[config.mk]
export PLATFORM = sky130hd
export DESIGN_NAME = ofm_write_addr_controller
export DESIGN_NICKNAME = d
export VERILOG_FILES = /design/src/rtl/ofm_write_addr_controller_pkg.sv /design/src/rtl/ofm_tile_walker.sv /design/src/rtl/ofm_write_addr_controller.sv
export SDC_FILE = /design/constraint.sdc
export NUM_CORES = 1
export LEC_CHECK = 0
export CORE_ASPECT_RATIO = 1.75
export CORE_MARGIN = 2
export CORE_UTILIZATION = 51
export DETAILED_ROUTE_END_ITERATION = 10
export PLACE_DENSITY = 0.7
export SYNTH_ARGS = -nofsm -noshare
export SYNTH_HDL_FRONTEND = slang
export SYNTH_SLANG_ARGS = --single-unit
[constraint.sdc]
create_clock -name clk -period 12.6 [get_ports clk]
set_clock_uncertainty 0.05 [all_clocks]
set_input_delay 3.78 -clock clk [delete_from_list [all_inputs] [get_ports clk]]
set_output_delay 3.78 -clock clk [all_outputs]
set_load 0.01 [all_outputs]
[src/rtl/ofm_write_addr_controller_pkg.sv]
// Shared OFM addressing definitions: controller states, array geometry,
// address-width derivation and the tile clipping helper.
package ofm_write_addr_controller_pkg;

  localparam int OFM_SYSTOLIC_SIZE = 16;
  localparam int OFM_RAM_DEPTH     = 2378675;
  localparam int OFM_SIZE_W        = 9;
  localparam int OFM_CH_W          = 11;
  localparam int OFM_SQ_W          = 18;

  function automatic int ofm_addr_width(input int depth);
    return $clog2(depth);
  endfunction

  localparam int OFM_AW = ofm_addr_width(OFM_RAM_DEPTH);

  typedef enum logic [1:0] {
    ST_IDLE    = 2'd0,
    ST_SETUP   = 2'd1,
    ST_WRITE   = 2'd2,
    ST_ADVANCE = 2'd3
  } ofm_state_e;

  // Clip a tile dimension to what is left of the layer.
  function automatic logic [OFM_CH_W-1:0] min_tile(input logic [OFM_CH_W-1:0] remaining,
                                                  input logic [OFM_CH_W-1:0] limit);
    return (remaining < limit) ? remaining : limit;
  endfunction

endpackage

[src/rtl/ofm_tile_walker.sv]
// Tile position walker: tracks row / col_base / ch_base, the clipped tile
// extents and whether the current tile is the last of the layer.
module ofm_tile_walker
  import ofm_write_addr_controller_pkg::*;
#(
  parameter int SYSTOLIC_SIZE = OFM_SYSTOLIC_SIZE,
  localparam int TW = $clog2(SYSTOLIC_SIZE) + 1
) (
  input  logic                  clk,
  input  logic                  rst,
  input  logic                  init,
  input  logic                  setup,
  input  logic                  advance,
  input  logic [OFM_SIZE_W-1:0] ofm_size,
  input  logic [OFM_CH_W-1:0]   ofm_channel,
  output logic [OFM_SIZE_W-1:0] row,
  output logic [OFM_SIZE_W-1:0] col_base,
  output logic [OFM_CH_W-1:0]   ch_base,
  output logic [TW-1:0]         tile_w,
  output logic [TW-1:0]         tile_ch,
  output logic                  last_tile
);

  logic [OFM_SIZE_W-1:0] row_q, row_d;
  logic [OFM_SIZE_W-1:0] col_base_q, col_base_d;
  logic [OFM_CH_W-1:0]   ch_base_q, ch_base_d;
  logic [TW-1:0]         tile_w_q, tile_w_d;
  logic [TW-1:0]         tile_ch_q, tile_ch_d;
  logic                  row_last, col_last, ch_last;

  assign row_last  = (row_q == ofm_size - OFM_SIZE_W'(1));
  assign col_last  = ({1'b0, col_base_q} + (OFM_SIZE_W + 1)'(tile_w_q)) == {1'b0, ofm_size};
  assign ch_last   = ({1'b0, ch_base_q} + (OFM_CH_W + 1)'(tile_ch_q)) == {1'b0, ofm_channel};
  assign last_tile = row_last && col_last && ch_last;

  always_comb begin
    row_d      = row_q;
    col_base_d = col_base_q;
    ch_base_d  = ch_base_q;
    tile_w_d   = tile_w_q;
    tile_ch_d  = tile_ch_q;
    if (init) begin
      row_d      = '0;
      col_base_d = '0;
      ch_base_d  = '0;
      tile_w_d   = '0;
      tile_ch_d  = '0;
    end else if (setup) begin
      tile_w_d  = TW'(min_tile({2'b00, ofm_size - col_base_q}, OFM_CH_W'(SYSTOLIC_SIZE)));
      tile_ch_d = TW'(min_tile(ofm_channel - ch_base_q, OFM_CH_W'(SYSTOLIC_SIZE)));
    end else if (advance) begin
      // Rows innermost, then column strips, then filter groups.
      if (row_last) begin
        row_d = '0;
        if (col_last) begin
          col_base_d = '0;
          ch_base_d  = ch_base_q + OFM_CH_W'(SYSTOLIC_SIZE);
        end else begin
          col_base_d = col_base_q + OFM_SIZE_W'(SYSTOLIC_SIZE);
        end
      end else begin
        row_d = row_q + OFM_SIZE_W'(1);
      end
    end
  end

  always_ff @(posedge clk) begin
    if (rst) begin
      row_q      <= '0;
      col_base_q <= '0;
      ch_base_q  <= '0;
      tile_w_q   <= '0;
      tile_ch_q  <= '0;
    end else begin
      row_q      <= row_d;
      col_base_q <= col_base_d;
      ch_base_q  <= ch_base_d;
      tile_w_q   <= tile_w_d;
      tile_ch_q  <= tile_ch_d;
    end
  end

  assign row      = row_q;
  assign col_base = col_base_q;
  assign ch_base  = ch_base_q;
  assign tile_w   = tile_w_q;
  assign tile_ch  = tile_ch_q;

endmodule

[src/rtl/ofm_write_addr_controller.sv]
// OFM RAM write address generator: one pixel per handshake, written one cycle
// later at base + ch*size^2 + row*size + col, walking tiles in read order.
module ofm_write_addr_controller
  import ofm_write_addr_controller_pkg::*;
#(
  parameter int SYSTOLIC_SIZE = OFM_SYSTOLIC_SIZE,
  parameter int OFM_RAM_SIZE  = OFM_RAM_DEPTH,
  parameter int DATA_WIDTH    = 16,
  localparam int AW = ofm_addr_width(OFM_RAM_SIZE),
  localparam int TW = $clog2(SYSTOLIC_SIZE) + 1
) (
  input  logic                  clk,
  input  logic                  rst,
  input  logic                  start,
  input  logic [AW-1:0]         start_write_addr,
  input  logic [OFM_SIZE_W-1:0] ofm_size,
  input  logic [OFM_CH_W-1:0]   ofm_channel,
  input  logic [DATA_WIDTH-1:0] data_in,
  input  logic                  data_valid,
  output logic                  data_ready,
  output logic [AW-1:0]         ofm_addr,
  output logic                  write_en,
  output logic [DATA_WIDTH-1:0] write_data,
  output logic                  tile_done,
  output logic                  layer_done,
  output logic                  busy
);

  ofm_state_e            state_q, state_d;
  logic [AW-1:0]         base_q, base_d;
  logic [OFM_SIZE_W-1:0] size_q, size_d;
  logic [OFM_CH_W-1:0]   chn_q, chn_d;
  logic [OFM_SQ_W-1:0]   size_sq_q, size_sq_d;
  logic                  first_q, first_d;
  logic [TW-1:0]         col_cnt_q, col_cnt_d;
  logic [TW-1:0]         ch_cnt_q, ch_cnt_d;
  logic [AW-1:0]         addr_q, addr_d;
  logic [AW-1:0]         chan_addr_q, chan_addr_d;
  logic [AW-1:0]         ofm_addr_q, ofm_addr_d;
  logic                  write_en_q, write_en_d;
  logic [DATA_WIDTH-1:0] write_data_q, write_data_d;
  logic                  tile_done_q, tile_done_d;
  logic                  layer_done_q, layer_done_d;

  logic                  walk_init, walk_setup, walk_advance;
  logic [OFM_SIZE_W-1:0] row, col_base;
  logic [OFM_CH_W-1:0]   ch_base;
  logic [TW-1:0]         tile_w, tile_ch;
  logic                  last_tile;
  logic                  hs, col_end, ch_end;
  logic [AW-1:0]         row_addr;

  ofm_tile_walker #(.SYSTOLIC_SIZE(SYSTOLIC_SIZE)) u_walker (
    .clk        (clk),
    .rst        (rst),
    .init       (walk_init),
    .setup      (walk_setup),
    .advance    (walk_advance),
    .ofm_size   (size_q),
    .ofm_channel(chn_q),
    .row        (row),
    .col_base   (col_base),
    .ch_base    (ch_base),
    .tile_w     (tile_w),
    .tile_ch    (tile_ch),
    .last_tile  (last_tile)
  );

  // Multiplies are only evaluated once per tile in SETUP; ch_base is zero on the
  // first tile, so the not-yet-loaded size_sq_q cannot matter there.
  assign row_addr = base_q + AW'(ch_base) * AW'(size_sq_q) + AW'(row) * AW'(size_q) + AW'(col_base);
  assign hs       = data_valid && (state_q == ST_WRITE);
  assign col_end  = (col_cnt_q == tile_w - TW'(1));
  assign ch_end   = (ch_cnt_q == tile_ch - TW'(1));

  always_comb begin
    state_d      = state_q;
    base_d       = base_q;
    size_d       = size_q;
    chn_d        = chn_q;
    size_sq_d    = size_sq_q;
    first_d      = first_q;
    col_cnt_d    = col_cnt_q;
    ch_cnt_d     = ch_cnt_q;
    addr_d       = addr_q;
    chan_addr_d  = chan_addr_q;
    ofm_addr_d   = ofm_addr_q;
    write_data_d = write_data_q;
    write_en_d   = 1'b0;
    tile_done_d  = 1'b0;
    layer_done_d = 1'b0;
    walk_init    = 1'b0;
    walk_setup   = 1'b0;
    walk_advance = 1'b0;
    case (state_q)
      ST_IDLE: begin
        if (start) begin
          base_d    = start_write_addr;
          size_d    = ofm_size;
          chn_d     = ofm_channel;
          first_d   = 1'b1;
          walk_init = 1'b1;
          state_d   = ST_SETUP;
        end
      end
      ST_SETUP: begin
        walk_setup = 1'b1;
        if (first_q) begin
          size_sq_d = OFM_SQ_W'(size_q) * OFM_SQ_W'(size_q);
        end
        first_d     = 1'b0;
        addr_d      = row_addr;
        chan_addr_d = row_addr;
        col_cnt_d   = '0;
        ch_cnt_d    = '0;
        state_d     = ST_WRITE;
      end
      ST_WRITE: begin
        if (hs) begin
          write_en_d   = 1'b1;
          ofm_addr_d   = addr_q;
          write_data_d = data_in;
          if (col_end) begin
            // Next channel plane: jump by size^2 from the segment start.
            col_cnt_d   = '0;
            chan_addr_d = chan_addr_q + AW'(size_sq_q);
            addr_d      = chan_addr_q + AW'(size_sq_q);
            if (ch_end) begin
              tile_done_d  = 1'b1;
              layer_done_d = last_tile;
              state_d      = ST_ADVANCE;
            end else begin
              ch_cnt_d = ch_cnt_q + TW'(1);
            end
          end else begin
            col_cnt_d = col_cnt_q + TW'(1);
            addr_d    = addr_q + AW'(1);
          end
        end
      end
      ST_ADVANCE: begin
        walk_advance = 1'b1;
        state_d      = last_tile ? ST_IDLE : ST_SETUP;
      end
      default: state_d = ST_IDLE;
    endcase
  end

  always_ff @(posedge clk) begin
    if (rst) begin
      state_q      <= ST_IDLE;
      base_q       <= '0;
      size_q       <= '0;
      chn_q        <= '0;
      size_sq_q    <= '0;
      first_q      <= 1'b0;
      col_cnt_q    <= '0;
      ch_cnt_q     <= '0;
      addr_q       <= '0;
      chan_addr_q  <= '0;
      ofm_addr_q   <= '0;
      write_en_q   <= 1'b0;
      write_data_q <= '0;
      tile_done_q  <= 1'b0;
      layer_done_q <= 1'b0;
    end else begin
      state_q      <= state_d;
      base_q       <= base_d;
      size_q       <= size_d;
      chn_q        <= chn_d;
      size_sq_q    <= size_sq_d;
      first_q      <= first_d;
      col_cnt_q    <= col_cnt_d;
      ch_cnt_q     <= ch_cnt_d;
      addr_q       <= addr_d;
      chan_addr_q  <= chan_addr_d;
      ofm_addr_q   <= ofm_addr_d;
      write_en_q   <= write_en_d;
      write_data_q <= write_data_d;
      tile_done_q  <= tile_done_d;
      layer_done_q <= layer_done_d;
    end
  end

  assign data_ready = (state_q == ST_WRITE);
  assign busy       = (state_q != ST_IDLE);
  assign ofm_addr   = ofm_addr_q;
  assign write_en   = write_en_q;
  assign write_data = write_data_q;
  assign tile_done  = tile_done_q;
  assign layer_done = layer_done_q;

endmodule

==> impl_metrics.json, run 1 <==
{
  "outcome": "completed",
  "count_of_mapped_cells_out_of_synthesis": 2206,
  "post_synth_mux_area_share": 0.00602,
  "worst_slew_pin_slew_ns": 1.12,
  "synthTopCellsByArea": "sky130_fd_sc_hd__fa_1 (20%), sky130_fd_sc_hd__dfxtp_1 (20%), sky130_fd_sc_hd__ha_1 (12%), sky130_fd_sc_hd__nand2_1 (5.9%), sky130_fd_sc_hd__and2_1 (5.4%)",
  "antenna-diode-count": 0,
  "totalWireLength_um": 50800,
  "timing.critical_path.from_type": "flip-flop",
  "clock_tree.htree_level_count": 4,
  "die_y_extent_um": 256,
  "grt_start_max_net_pins": 80,
  "worstSetupEndpointType": "flip-flop",
  "drv_slew": 0,
  "rsz0062_at_grt": "no",
  "dr_pass1_iterations": 5,
  "via_count_of_the_first_global_routing_pass": 16200,
  "grt.met2_usage": 0.510,
  "clock-sinks": 188,
  "cts_root_buf": "sky130_fd_sc_hd__clkbuf_16",
  "fin_setup_tns_ns": 0,
  "die_area_um2": 37900,
  "ctsResizeCount": 0,
  "holdWs_ns": 0.407,
  "post_synth_num_cell_types": 75,
  "timing_worst_setup_path_type": "flip-flop to flip-flop",
  "avgViaCountPerCell": 5.63,
  "global_route.peak_usage_layer": "met2",
  "tritoncts": "done",
  "path_class_of_the_lowest_slack_min_delay_path": "flip-flop to flip-flop",
  "reg_to_reg_end": "chan_addr_q[20]$_SDFFE_PP0P_",
  "peakVddDrop_v": 0.000118,
  "num_rows": 92,
  "synth_seq_area_share": 0.203,
  "p_int_uw": 1350,
  "crit_path_max_fanout": 28,
  "wire_length_of_the_first_global_routing_pass_um": 82600,
  "nFillCells": 3323,
  "r2r_start": "size_q[3]$_SDFFE_PP0P_",
  "design.final.nets": 2681,
  "synth_xor_xnor_area_share": 0.0648,
  "power.total_uw": 2400,
  "timing.final.crit_share": 0.590,
  "holdPathEnd": "base_q[20]$_SDFFE_PP0P_",
  "ctsHoldBuffers": 0,
  "power.switching_fraction": 0.437,
  "worstPathRequired_ns": 12.92,
  "clockPowerShare": 0.240,
  "routing_usage_on_met3": 0.0355,
  "die_width_um": 148,
  "clk_pin_slew_worst_paths_ns": 0.09,
  "most-common-layout-cells": "sky130_fd_sc_hd__nand2_1 (292), sky130_fd_sc_hd__inv_1 (248), sky130_fd_sc_hd__fa_1 (189), sky130_fd_sc_hd__dfxtp_1 (188), sky130_fd_sc_hd__ha_1 (180)",
  "synth-adder-area-share": 0.326,
  "combinational_family_with_the_most_area_after_synthesis": "adder cells",
  "timing_hold_violations_final": 0,
  "power.switching_uw": 1050,
  "post-synth-top-area-fraction": 0.204,
  "min_period_ns": 7.43,
  "yosys_warning_count": 0,
  "syn_area_um2": 18500,
  "async_reset_ff_frac": 0,
  "tritoncts.num_buffers": 17,
  "grt-ovfl-total": 0,
  "setup.reg_to_reg.worst_slack_ns": 5.17,
  "antenna_nets_post_route": 0,
  "core_um2": 35900,
  "post-synth-top-area-cell": "sky130_fd_sc_hd__fa_1",
  "worst_hold_startpoint": "base_q[20]$_SDFFE_PP0P_",
  "avgSynthCellArea_um2": 8.39,
  "max-clock-path-buffers": 2,
  "post_synth_edffs": 0,
  "dp.final_hpwl_um": 39500,
  "layout.cells.most_common": "sky130_fd_sc_hd__nand2_1",
  "grt_antenna_before_repair": 0,
  "max-cap-violations": 0,
  "post_cts.repair.setup_buffers": 0,
  "share_comb_of_total_power": 0.422,
  "port-buffer-count": 104,
  "max_slew_margin": 0.249,
  "timing.critical_path.arrival_ns": 7.75,
  "drt_iter0_drc": 758,
  "yosys.area_share.simple": 0.203,
  "fraction_of_layout_instances_using_a_drive_strength_above_1": 0.0327,
  "seq_power_share": 0.338,
  "met1_usage": 0.299,
  "fmax_mhz": 135,
  "setup_viol": 0,
  "via_count": 15400,
  "detail_route.wl_per_cell_um": 18.6,
  "areaGrowthSynthToFinish_pct": 10.9,
  "synth_compound_gate_area_share": 0.125,
  "remaining_drcs": 0,
  "yosys_register_bits": 188,
  "gr-usage-all-layers": 0.276,
  "power_leakage_uw": 0.00945,
  "start_util": 0.515,
  "dominantRegCellSynth": "sky130_fd_sc_hd__dfxtp_1",
  "p_per_area_nw_per_um2": 117,
  "clk-insertion-delay-late_ns": 0.47,
  "min_path_cells": 2,
  "worstRegToRegCells": 20,
  "top_ports": 105,
  "gp_congestion": 0.887
}
## cells by family after synthesis
kind of cell,after synthesis
simple gates,775
flops,188
buf+inv,350
mux,11
xor+xnor,137
fa+ha+maj,369
compound gates,374
other cells,2
## metrics by stage
| step | utilization | area (um^2) | instances | worst slack (ns) |
|---|---|---|---|---|
| 3_3_place_gp | 0.554 | 19900 | 2701 | 5.37 |
| 4_1_cts | 0.571 | 20500 | 2733 | 5.21 |
| 5_1_grt | 0.571 | 20500 | 2733 | 4.67 |
| 3_5_place_dp | 0.554 | 19900 | 2701 | 5.25 |
| 6_report | 0.571 | 20500 | 2733 | 5.17 |
| 2_1_floorplan | - | 18500 | 2210 | 5.69 |
## power groups by stage
stage / Combinational, uW / Clock, uW / Sequential (uW)
floorplan: 717 / 0 / 770
global placement: 982 / 0 / 815
detailed placement: 1000 / 0 / 819
CTS: 1010 / 587 / 806
global route: 1120 / 606 / 820
finish: 1010 / 575 / 809
## worst max path at each step
stage                                                 from                      endpoint  slack, ns  cells past startpoint
after floorplan           u_walker.ch_base[6]$_SDFFE_PP0P_  chan_addr_q[20]$_SDFFE_PP0P_       5.69                     24
after global routing                size_q[2]$_SDFFE_PP0P_  chan_addr_q[20]$_SDFFE_PP0P_       4.67                     22
after CTS                           size_q[2]$_SDFFE_PP0P_  chan_addr_q[20]$_SDFFE_PP0P_       5.21                     20
after detailed placement            size_q[2]$_SDFFE_PP0P_  chan_addr_q[20]$_SDFFE_PP0P_       5.25                     20
after global placement              size_q[3]$_SDFFE_PP0P_  chan_addr_q[20]$_SDFFE_PP0P_       5.37                     20
final                               size_q[3]$_SDFFE_PP0P_  chan_addr_q[20]$_SDFFE_PP0P_       5.17                     20
## critical path: stages, from the launching register on
cell,delay (ns)
sky130_fd_sc_hd__dfxtp_1,1.06
sky130_fd_sc_hd__and2_1,0.28
sky130_fd_sc_hd__fa_1,0.46
sky130_fd_sc_hd__fa_1,0.53
sky130_fd_sc_hd__inv_1,0.06
sky130_fd_sc_hd__fa_1,0.53
sky130_fd_sc_hd__inv_1,0.05
sky130_fd_sc_hd__fa_1,0.52
sky130_fd_sc_hd__fa_1,0.45
sky130_fd_sc_hd__fa_1,0.56
sky130_fd_sc_hd__inv_1,0.06
sky130_fd_sc_hd__fa_1,0.54
sky130_fd_sc_hd__inv_1,0.04
sky130_fd_sc_hd__ha_1,0.24
sky130_fd_sc_hd__o41ai_2,0.55
sky130_fd_sc_hd__o221ai_1,0.27
sky130_fd_sc_hd__o41a_1,0.40
sky130_fd_sc_hd__mux2i_1,0.20
sky130_fd_sc_hd__xnor2_1,0.10
sky130_fd_sc_hd__o21a_1,0.17
sky130_fd_sc_hd__a211oi_1,0.22
## per-layer routing
layer,vias to the layer above,wire length [um]
met5,-,0
met3,170,1940
li1,7273,-
met1,7536,18700
met4,0,3000
met2,419,27200
## cell usage after synthesis (14+ instances only)
master and number:
sky130_fd_sc_hd__nand4_1 20, sky130_fd_sc_hd__fa_1 189, sky130_fd_sc_hd__a21o_1 17, sky130_fd_sc_hd__clkbuf_1 97, sky130_fd_sc_hd__o21a_1 21, sky130_fd_sc_hd__nor2b_1 15
sky130_fd_sc_hd__o21ai_0 62, sky130_fd_sc_hd__nor3_1 35, sky130_fd_sc_hd__nand2b_1 21, sky130_fd_sc_hd__and2_1 159, sky130_fd_sc_hd__nor2_1 145, sky130_fd_sc_hd__a21oi_1 164
sky130_fd_sc_hd__a211oi_1 21, sky130_fd_sc_hd__a31oi_1 14, sky130_fd_sc_hd__dfxtp_1 188, sky130_fd_sc_hd__xnor2_1 87, sky130_fd_sc_hd__and3_1 18, sky130_fd_sc_hd__xor2_1 50
sky130_fd_sc_hd__ha_1 180, sky130_fd_sc_hd__nand3_1 27, sky130_fd_sc_hd__inv_1 248, sky130_fd_sc_hd__nand2_1 293
## registers in the layout (all words and copies together), names as in the netlist, 5 cells and up
register           flops
addr_q                22
write_data            16
ch_cnt_q               5
col_cnt_q              5
ofm_addr              22
u_walker.tile_ch       5
size_sq_q             17
base_q                22
chn_q                 11
u_walker.ch_base       7
u_walker.row           9
u_walker.col_base      5
u_walker.tile_w        5
size_q                 9
chan_addr_q           22
## final cells by class
| class | count | area [um^2] | share of cell area |
|---|---|---|---|
| multi-input combinational | 1672 | 13400 | 0.655 |
| sequential | 188 | 3760 | 0.183 |
| timing repair buffer | 123 | 1180 | 0.0576 |
| inverter | 248 | 931 | 0.0454 |
| tap | 470 | 588 | 0.0287 |
| clock buffer | 17 | 425 | 0.0207 |
| clock inverter | 15 | 188 | 0.00915 |
No activity file was read; power rests on OpenSTA's default activity.
==> inputs of run 2 (changes only) <==
==> constraint.sdc (replaced) <==
create_clock -name clk -period 7.4 [get_ports clk]
set_clock_uncertainty 0.05 [all_clocks]
set_input_delay 2.22 -clock clk [delete_from_list [all_inputs] [get_ports clk]]
set_output_delay 2.22 -clock clk [all_outputs]
set_load 0.01 [all_outputs]
==> impl_metrics.json, run 2 (same netlist as run 1, synthesis figures left out) <==
{
  "dp.final_hpwl_um": 40500,
  "worstRegToRegCells": 22,
  "r2r_start": "u_walker.row[6]$_SDFFE_PP0P_",
  "totalWireLength_um": 51200,
  "holdPathEnd": "base_q[12]$_SDFFE_PP0P_",
  "tritoncts": "done",
  "drv_slew": 0,
  "min_path_cells": 2,
  "layout.cells.most_common": "sky130_fd_sc_hd__nand2_1",
  "timing.final.crit_share": 0.951,
  "gp_congestion": 0.952,
  "p_int_uw": 2320,
  "timing.critical_path.arrival_ns": 7.37,
  "fin_setup_tns_ns": 0,
  "crit_path_max_fanout": 16,
  "port-buffer-count": 104,
  "start_util": 0.515,
  "antenna-diode-count": 0,
  "antenna_nets_post_route": 0,
  "power.switching_fraction": 0.439,
  "power.switching_uw": 1810,
  "postPlaceCellArea_um2": 20100,
  "share_comb_of_total_power": 0.422,
  "critical_path.startpoint": "u_walker.row[6]$_SDFFE_PP0P_",
  "power_leakage_uw": 0.00957,
  "power.total_uw": 4130,
  "worstPathRequired_ns": 7.73,
  "clk_pin_slew_worst_paths_ns": 0.09,
  "worst_slew_pin_slew_ns": 1.14,
  "wire_length_of_the_first_global_routing_pass_um": 84000,
  "holdWs_ns": 0.406,
  "areaGrowthSynthToFinish_pct": 11.9,
  "nFillCells": 3247,
  "top_ports": 105,
  "max_slew_margin": 0.221,
  "remaining_drcs": 0,
  "worst_hold_startpoint": "base_q[12]$_SDFFE_PP0P_",
  "post_layout_instance_area_um2": 20700,
  "setup.reg_to_reg.worst_slack_ns": 0.36,
  "clk-insertion-delay-late_ns": 0.47,
  "reg_to_reg_end": "chan_addr_q[20]$_SDFFE_PP0P_",
  "fmax_mhz": 142,
  "timing_hold_violations_final": 0,
  "cts_root_buf": "sky130_fd_sc_hd__clkbuf_16",
  "post_cts.repair.setup_buffers": 0,
  "clock_tree.htree_level_count": 4,
  "grt_start_max_net_pins": 84,
  "timing_worst_setup_path_type": "flip-flop to flip-flop",
  "grt_antenna_before_repair": 0,
  "clockPowerShare": 0.246,
  "drt_iter0_drc": 781,
  "clock-sinks": 188,
  "via_count_of_the_first_global_routing_pass": 16400,
  "seq_power_share": 0.332,
  "gr-usage-all-layers": 0.280,
  "most-common-layout-cells": "sky130_fd_sc_hd__nand2_1 (292), sky130_fd_sc_hd__inv_1 (248), sky130_fd_sc_hd__fa_1 (189), sky130_fd_sc_hd__dfxtp_1 (186), sky130_fd_sc_hd__ha_1 (180)",
  "num_rows": 92,
  "design.final.nets": 2701,
  "p_per_area_nw_per_um2": 200,
  "tritoncts.num_buffers": 17,
  "fraction_of_layout_instances_using_a_drive_strength_above_1": 0.0420,
  "min_period_ns": 7.04,
  "timing.critical_path.from_type": "flip-flop",
  "die_area_um2": 37900,
  "path_class_of_the_lowest_slack_min_delay_path": "flip-flop to flip-flop",
  "setup_viol": 0,
  "post_layout_nonfiller_instances": 2753,
  "rsz0062_at_grt": "no",
  "max-cap-violations": 0,
  "avgViaCountPerCell": 5.61,
  "outcome": "completed",
  "die_y_extent_um": 256,
  "via_count": 15400,
  "core_um2": 35900,
  "detail_route.wl_per_cell_um": 18.6,
  "worstSetupEndpointType": "flip-flop",
  "dr_pass1_iterations": 7,
  "max-clock-path-buffers": 2,
  "peakVddDrop_v": 0.000193,
  "placed_cells_incl_taps": 2721,
  "die_width_um": 148,
  "grt-ovfl-total": 0
}
run 2: cell types whose count changed in the layout (fill, tap and decap cells not counted), sizes merged:
cell,before,now
clkinvlp,2,0
clkinv,6,7
buf,20,40
inv,255,256
run 2: what timing repair did:
| item | in CTS | in global routing |
|---|---|---|
| hold buffers | 0 | 0 |
| resized for setup | 0 | 2 |
| endpoints found under the setup margin | 0 | 3 |
run 2: layer usage:
metal | part of all wire | vias to the layer above | wire length, um | GRT usage
li1 | - | 7309 | - | -
met1 | 0.38 | 7543 | 19300 | 0.308
met2 | 0.53 | 440 | 27000 | 0.510
met3 | 0.037 | 157 | 1910 | 0.0373
met4 | 0.059 | 0 | 3000 | 0.156
met5 | 0 | - | 0 | 0
run 2: layout make-up:
cell class / count / area, um^2 / share of cell area
Multi-Input combinational cell: 1672 / 13400 / 0.649
Sequential cell: 188 / 3770 / 0.182
Timing Repair Buffer: 143 / 1330 / 0.0643
Inverter: 248 / 931 / 0.0450
Tap cell: 470 / 588 / 0.0284
Clock buffer: 17 / 425 / 0.0205
Clock inverter: 15 / 220 / 0.0106
run 2: power groups by stage:
stage	Clock [uW]	Sequential, uW	Combinational, uW
finish	1020	1370	1740
global route	1070	1390	1940
CTS	1040	1370	1740
detailed placement	0	1390	1720
global placement	0	1390	1680
floorplan	0	1310	1220
run 2: worst max-delay path by stage:
stage                                   endpoint  slack, ns
global placement    chan_addr_q[20]$_SDFFE_PP0P_       0.58
floorplan           chan_addr_q[20]$_SDFFE_PP0P_       0.49
CTS                 chan_addr_q[20]$_SDFFE_PP0P_       0.31
detailed placement  chan_addr_q[20]$_SDFFE_PP0P_       0.33
global route        chan_addr_q[20]$_SDFFE_PP0P_       0.01
finish              chan_addr_q[20]$_SDFFE_PP0P_       0.36
run 2: per-stage QoR:
step / worst slack, ns / util
5_1_grt: 0.0115 / 0.577
4_1_cts: 0.308 / 0.577
6_report: 0.361 / 0.577
3_3_place_gp: 0.583 / 0.559
3_5_place_dp: 0.335 / 0.559
2_1_floorplan: 0.492 / -
run 2: worst max-delay path, cell delays in order (launching register included):
cell	delay [ns]
sky130_fd_sc_hd__dfxtp_1	0.69
sky130_fd_sc_hd__and2_1	0.24
sky130_fd_sc_hd__fa_1	0.44
sky130_fd_sc_hd__fa_1	0.54
sky130_fd_sc_hd__inv_1	0.06
sky130_fd_sc_hd__fa_1	0.54
sky130_fd_sc_hd__inv_1	0.05
sky130_fd_sc_hd__fa_1	0.48
sky130_fd_sc_hd__fa_1	0.42
sky130_fd_sc_hd__fa_1	0.52
sky130_fd_sc_hd__inv_1	0.06
sky130_fd_sc_hd__fa_1	0.53
sky130_fd_sc_hd__inv_1	0.04
sky130_fd_sc_hd__ha_1	0.34
sky130_fd_sc_hd__a21oi_1	0.26
sky130_fd_sc_hd__nor2_1	0.08
sky130_fd_sc_hd__a211oi_1	0.31
sky130_fd_sc_hd__o221ai_1	0.20
sky130_fd_sc_hd__o41a_1	0.40
sky130_fd_sc_hd__mux2i_1	0.15
sky130_fd_sc_hd__xnor2_1	0.15
sky130_fd_sc_hd__o21a_1	0.17
sky130_fd_sc_hd__a211oi_1	0.23
